$ cat src/rtl/lampfpu_rnd_pack_pipe.sv
// bf16 round-and-pack back end: a decide stage then an apply stage, with valid/ready on both sides.
// Define LAMP_RND_SKID_EN to get a registered ready_o backed by a 1-entry input skid buffer.
module lampfpu_rnd_pack_pipe #(
    parameter int E_DW = 8,
    parameter int F_DW = 7
) (
    input  logic                   clk,
    input  logic                   rst,
    input  logic                   valid_i,
    output logic                   ready_o,
    input  logic                   s_i,
    input  logic [E_DW-1:0]        e_i,
    input  logic [F_DW+4:0]        f_i,
    input  logic                   isToRound_i,
    input  logic                   isOverflow_i,
    input  logic                   isUnderflow_i,
    input  logic [1:0]             rndMode_i,
    output logic                   valid_o,
    input  logic                   ready_i,
    output logic [E_DW+F_DW:0]     result_o,
    input  logic                   flagsClear_i,
    output logic [2:0]             flags_o
);
    localparam int SW = E_DW + F_DW;

    localparam logic [1:0] RNE = 2'b00;
    localparam logic [1:0] RTZ = 2'b01;
    localparam logic [1:0] RDN = 2'b10;
    localparam logic [1:0] RUP = 2'b11;

    // Only the fraction and G/R/S bits matter here; the overflow and hidden bits are dropped.
    typedef struct packed {
        logic            s;
        logic [E_DW-1:0] e;
        logic [F_DW+2:0] f;
        logic            to_round;
        logic            ovf;
        logic            uf;
        logic [1:0]      mode;
    } bundle_t;

    bundle_t    in_bundle;
    bundle_t    src;
    logic       src_valid;
    logic [1:0] unused_f_top;

    assign unused_f_top = f_i[F_DW+4:F_DW+3];
    assign in_bundle    = '{s: s_i, e: e_i, f: f_i[F_DW+2:0], to_round: isToRound_i,
                            ovf: isOverflow_i, uf: isUnderflow_i, mode: rndMode_i};

    logic            s1_valid_reg;
    logic            s1_s_reg;
    logic [E_DW-1:0] s1_e_reg;
    logic [F_DW-1:0] s1_frac_reg;
    logic            s1_inc_reg;
    logic            s1_nx_reg;
    logic [1:0]      s1_mode_reg;
    logic            s1_tr_reg;
    logic            s1_ovf_reg;
    logic            s1_uf_reg;
    logic [2:0]      entry_flags_reg;

    logic adv1;
    logic adv2;

    assign adv2 = ~valid_o | ready_i;
    assign adv1 = ~s1_valid_reg | adv2;

`ifdef LAMP_RND_SKID_EN
    logic    skid_valid_reg;
    bundle_t skid_reg;
    logic    take_in;

    // ready_o is a pure register output: it only drops once the skid slot holds an entry.
    assign ready_o   = ~skid_valid_reg;
    assign take_in   = valid_i & ready_o;
    assign src       = skid_valid_reg ? skid_reg : in_bundle;
    assign src_valid = skid_valid_reg | take_in;

    always_ff @(posedge clk) begin
        if (rst) begin
            skid_valid_reg <= 1'b0;
            skid_reg       <= '0;
        end else if (skid_valid_reg) begin
            skid_valid_reg <= ~adv1;
        end else if (take_in && !adv1) begin
            skid_valid_reg <= 1'b1;
            skid_reg       <= in_bundle;
        end
    end
`else
    assign ready_o   = adv1;
    assign src       = in_bundle;
    assign src_valid = valid_i;
`endif

    // Stage 1: decide the rounding increment and inexactness.
    logic lsb_bit;
    logic guard_bit;
    logic round_sticky;
    logic nx_next;
    logic inc_next;

    always_comb begin
        lsb_bit      = src.f[3];
        guard_bit    = src.f[2];
        round_sticky = src.f[1] | src.f[0];
        nx_next      = guard_bit | round_sticky;
        inc_next     = 1'b0;
        case (src.mode)
            RNE:     inc_next = guard_bit & (lsb_bit | round_sticky);
            RTZ:     inc_next = 1'b0;
            RDN:     inc_next = src.s & nx_next;
            default: inc_next = ~src.s & nx_next;
        endcase
    end

    // Stage 2: apply the increment; a fraction carry ripples into the exponent for free.
    logic [SW-1:0]   sum;
    logic            ovf;
    logic            ovf_to_inf;
    logic [SW:0]     res_next;
    logic [2:0]      fl_next;
    logic [SW-1:0]   mag_inf;
    logic [SW-1:0]   mag_max;

    assign mag_inf = {{E_DW{1'b1}}, {F_DW{1'b0}}};
    assign mag_max = {{(E_DW-1){1'b1}}, 1'b0, {F_DW{1'b1}}};

    always_comb begin
        sum        = {s1_e_reg, s1_frac_reg} + SW'(s1_inc_reg);
        ovf        = s1_ovf_reg | (&sum[SW-1:F_DW]);
        ovf_to_inf = 1'b1;
        case (s1_mode_reg)
            RNE:     ovf_to_inf = 1'b1;
            RTZ:     ovf_to_inf = 1'b0;
            RDN:     ovf_to_inf = s1_s_reg;
            default: ovf_to_inf = ~s1_s_reg;
        endcase
        res_next = {s1_s_reg, sum};
        fl_next  = {1'b0, s1_uf_reg & s1_nx_reg, s1_nx_reg};
        if (!s1_tr_reg) begin
            res_next = {s1_s_reg, s1_e_reg, s1_frac_reg};
            fl_next  = 3'b000;
        end else if (ovf) begin
            res_next = {s1_s_reg, ovf_to_inf ? mag_inf : mag_max};
            fl_next  = 3'b101;
        end
    end

    always_ff @(posedge clk) begin
        if (rst) begin
            s1_valid_reg    <= 1'b0;
            s1_s_reg        <= 1'b0;
            s1_e_reg        <= '0;
            s1_frac_reg     <= '0;
            s1_inc_reg      <= 1'b0;
            s1_nx_reg       <= 1'b0;
            s1_mode_reg     <= 2'b00;
            s1_tr_reg       <= 1'b0;
            s1_ovf_reg      <= 1'b0;
            s1_uf_reg       <= 1'b0;
            valid_o         <= 1'b0;
            result_o        <= '0;
            entry_flags_reg <= 3'b000;
            flags_o         <= 3'b000;
        end else begin
            if (adv1) begin
                s1_valid_reg <= src_valid;
                s1_s_reg     <= src.s;
                s1_e_reg     <= src.e;
                s1_frac_reg  <= src.f[F_DW+2:3];
                s1_inc_reg   <= inc_next;
                s1_nx_reg    <= nx_next;
                s1_mode_reg  <= src.mode;
                s1_tr_reg    <= src.to_round;
                s1_ovf_reg   <= src.ovf;
                s1_uf_reg    <= src.uf;
            end
            if (adv2) begin
                valid_o <= s1_valid_reg;
                if (s1_valid_reg) begin
                    result_o        <= res_next;
                    entry_flags_reg <= fl_next;
                end
            end
            // A clear that coincides with a transfer still keeps that entry's flags.
            if (valid_o && ready_i) begin
                flags_o <= (flagsClear_i ? 3'b000 : flags_o) | entry_flags_reg;
            end else if (flagsClear_i) begin
                flags_o <= 3'b000;
            end
        end
    end
endmodule
$ cat config.mk
export PLATFORM = sky130hd
export DESIGN_NAME = lampfpu_rnd_pack_pipe
export DESIGN_NICKNAME = d
export VERILOG_FILES = /design/src/rtl/lampfpu_rnd_pack_pipe.sv
export SDC_FILE = /design/constraint.sdc
export NUM_CORES = 1
export LEC_CHECK = 0
export ABC_AREA = 1
export BUFFER_PORTS_ARGS = -buffer_cell sky130_fd_sc_hd__buf_2
export CORE_AREA = 2 2 94 96
export CTS_BUF_LIST = sky130_fd_sc_hd__clkbuf_8 sky130_fd_sc_hd__clkbuf_16
export CTS_CLUSTER_SIZE = 8
export DETAILED_ROUTE_END_ITERATION = 8
export DIE_AREA = 0 0 96 98
export GPL_TIMING_DRIVEN = 1
export HOLD_SLACK_MARGIN = 0.06
export PLACE_DENSITY = 0.52
export SETUP_SLACK_MARGIN = 0.5
export SYNTH_ARGS = -nofsm -noshare
export SYNTH_HDL_FRONTEND = slang
export SYNTH_SLANG_ARGS = --single-unit
export TNS_END_PERCENT = 1
$ cat constraint.sdc
create_clock -name clk -period 2.17 [get_ports clk]
set_input_delay 0.1085 -clock clk [delete_from_list [all_inputs] [get_ports clk]]
set_output_delay 0.1085 -clock clk [all_outputs]
set_load 0.05 [all_outputs]
==> flow_summary_export.csv <==
group,metric,value,unit
final_layout,diodes,0,
placement,place_area,0.002808,mm²
logic_synthesis,synth_cell_types,27,
placement,place_congestion,0.8423,
job,maxCapViolations,0,
logic_synthesis,synthTopCellsByArea,"dfxtp_1, nand2_1, a21oi_1",
status,status,"finished, final reports clean",
clock_tree,cts_made_buffers,5,
timing,worstMarginPinSlew,0.7703,ns
drt,wirelength,6562,µm
logic_synthesis,synth_seq_area_share,39.85,%
logic_synthesis,postSynthCellCount,338,
final_layout,drive_gt1_share,31.71,%
die,dieHeight,98,µm
min_path,hp-class,"in -> reg",
grt,grt_start_max_net_pins,33,
die,io_pins,52,
final_layout,fill_cells,915,
setup_path,crit_arrival,2.19,ns
timing,fin_crit_sh,92.67,%
clock_tree,cts-root-buf,"clkbuf_8",
drt,ant_nets,0,
grt,grt_pass1_wl,11200,µm
grt,antenna_found_initial,0,
timing,fin_setup_tns,0,ns
die,start_util,27.89,%
setup_path,crit_path_start_kind,"flop",
clock_tree,cts_tree,"done",
timing,setup_viol,0,
final_layout,fin_cells,518,
timing,fmax,0.4973,GHz
timing,finalCriticalPeriod,2.011,ns
clock_tree,clockBufferDepth,2,
min_path,worstHoldPathCells,3,
placement,dp_hpwl,4709,µm
power,p_leak,1.321,nW
final_layout,area_growth_syn_to_layout,34.29,%
die,core,0.008466,mm²
logic_synthesis,ys_ff_latch,47,
die,die_w,96,µm
setup_path,critical_path_class,"reg -> reg",
clock_tree,h-tree-depth,2,
power,peakVddDrop,0.2129,mV
logic_synthesis,synth_top_area_cell,"dfxtp_1",
grt,groute.usage.overall,15.01,%
drt,drt_iter0_markers,104,
final_layout,finalNetCount,442,
grt,grt_pass1_vias,2350,
logic_synthesis,syn_nets,371,
clock_tree,clk_pin_slew,0.09,ns
timing,max_slew_margin,48.52,%
grt,overflow,0,
placement,placedCellCount,490,
setup_path,worst_setup_path_end_kind,"flop",
timing,hold_viol,0,
logic_synthesis,yosysWarnings,0,
setup_path,critical_path.max_fanout,8,
die,placementRows,34,
timing,skew,0.008860,ns
timing,rsz0062_at_grt,"yes",
drt,first_pass_iters,4,
clock_tree,clkSinkCount,47,
power,power_density,568.5,mW/mm²
final_layout,utilization,37.45,%
drt,vias,2432,
placement,io_buffers,49,
logic_synthesis,synth_top_cell_area_share,39.85,%
setup_path,required,2.35,ns
drt,vias_per_cell,4.695,
setup_path,r2r_cells,13,
final_layout,largest_reg_flops,16,
logic_synthesis,netlist_area,0.002361,mm²
drt,drc,0,
die,dieArea,0.009408,mm²
final_layout,fin_area,0.003171,mm²
clock_tree,worstSkewPairLatency,0.30,ns
drt,wire_per_inst,12.67,µm
logic_synthesis,avgSynthCellArea,6.985,µm²
timing,slew_viol_final,0,
[critical path, cell delays in order, from the launching register on]
cell	delay, ns
dfxtp_2	0.36
ha_4	0.16
ha_4	0.16
nand2_2	0.07
nor2_4	0.14
nand3_1	0.10
nand2_1	0.10
nand2_1	0.07
nand2_2	0.10
nor2_4	0.04
nand2_4	0.11
nand2_8	0.10
o21ai_0	0.27
a21oi_1	0.10
[timing repair]
item,CTS,global route
cloned,0,0
gates resized for setup,19,9
setup buffers,9,5
hold endpoints to repair,6,0
setup endpoints to repair,18,20
pin swaps,6,15
hold buffers,6,0
[per-stage QoR]
step | total power, mW | hold slack [ns] | setup slack (ns)
2_1_floorplan | 1.165 | 0.1779 | 0.3877
3_3_place_gp | 1.262 | 0.3319 | 0.09283
3_5_place_dp | 1.264 | 0.3205 | 0.05240
4_1_cts | 1.830 | 0.06571 | 0.1727
5_1_grt | 1.913 | 0.07833 | 0.01387
6_report | 1.803 | 0.07144 | 0.1591
[cells in the final DEF, fill, tap and decap left out, drive strengths merged]
cell type,synthesis,routed
nor2,42,42
clkbuf,11,5
nand3b,1,1
o211ai,1,1
inv,26,26
dfxtp,47,47
xor2,5,5
a31oi,2,2
buf,4,73
nand3,32,32
nand4,8,8
nand2,73,73
dlygate4sd3,0,6
xnor2,2,2
ha,2,2
a21oi,48,48
o21a,1,1
clkinvlp,0,2
o21ai,32,32
clkinv,1,2
[area by class of cell]
cell class              instances  area, µm²  area share [%]
clock buffers                   5      68.82           2.170
clock inverters                 3      20.02          0.6314
inverters                      27      101.3           3.197
multi-input cells             249       1396           44.04
flip-flops and latches         47      947.2           29.87
well taps                     108      135.1           4.262
repair buffers                 79      501.7           15.82
[where the power goes]
group          internal, mW  switching, mW  total, mW
logic                 0.115          0.212      0.327
registers             0.907         0.0365      0.944
clock network         0.225          0.307      0.532
[synthesized netlist by cell type, drive strengths merged]
cell type	instances
ha	2
a31oi	2
inv	26
a21oi	48
clkbuf	11
buf	4
xnor2	2
dfxtp	47
nand3	32
clkinv	1
nand4	8
o211ai	1
o21a	1
xor2	5
nand2	73
nand3b	1
nor2	42
o21ai	32
[cells by family (layout without fill, tap and decap cells)]
kind of cell / count (synthesis) / in the layout / share of synthesized area, %
fa+ha+maj: 2 / 2 / 1.060
compound gates: 84 / 84 / 19.24
buf+inv: 42 / 114 / 6.836
flops: 47 / 47 / 39.85
simple gates: 156 / 156 / 30.42
xor+xnor: 7 / 7 / 2.597
[path summary, 6_finish.rpt]
kind                            slack, ns                     endpoint                      start
worst min-delay path                 0.07  s1_mode_reg[1]$_SDFFE_PP0P_               rndMode_i[1]
worst min register to register       0.46    result_o[11]$_SDFFE_PP0P_  result_o[11]$_SDFFE_PP0P_
worst max-delay path                 0.16    result_o[10]$_SDFFE_PP0P_    s1_inc_reg$_SDFFE_PP0P_
worst max register to register       0.16    result_o[10]$_SDFFE_PP0P_    s1_inc_reg$_SDFFE_PP0P_
[per-layer routing]
| layer | vias to the layer above | routed length (µm) | track usage (%) |
|---|---|---|---|
| met3 | 5 | 341 | 2.855 |
| li1 | 1263 | - | - |
| met5 | - | 0 | 0 |
| met4 | 0 | 62 | 3.407 |
| met1 | 1106 | 3120 | 20.89 |
| met2 | 58 | 3037 | 23.88 |
Power figures use the tool's default switching activity.
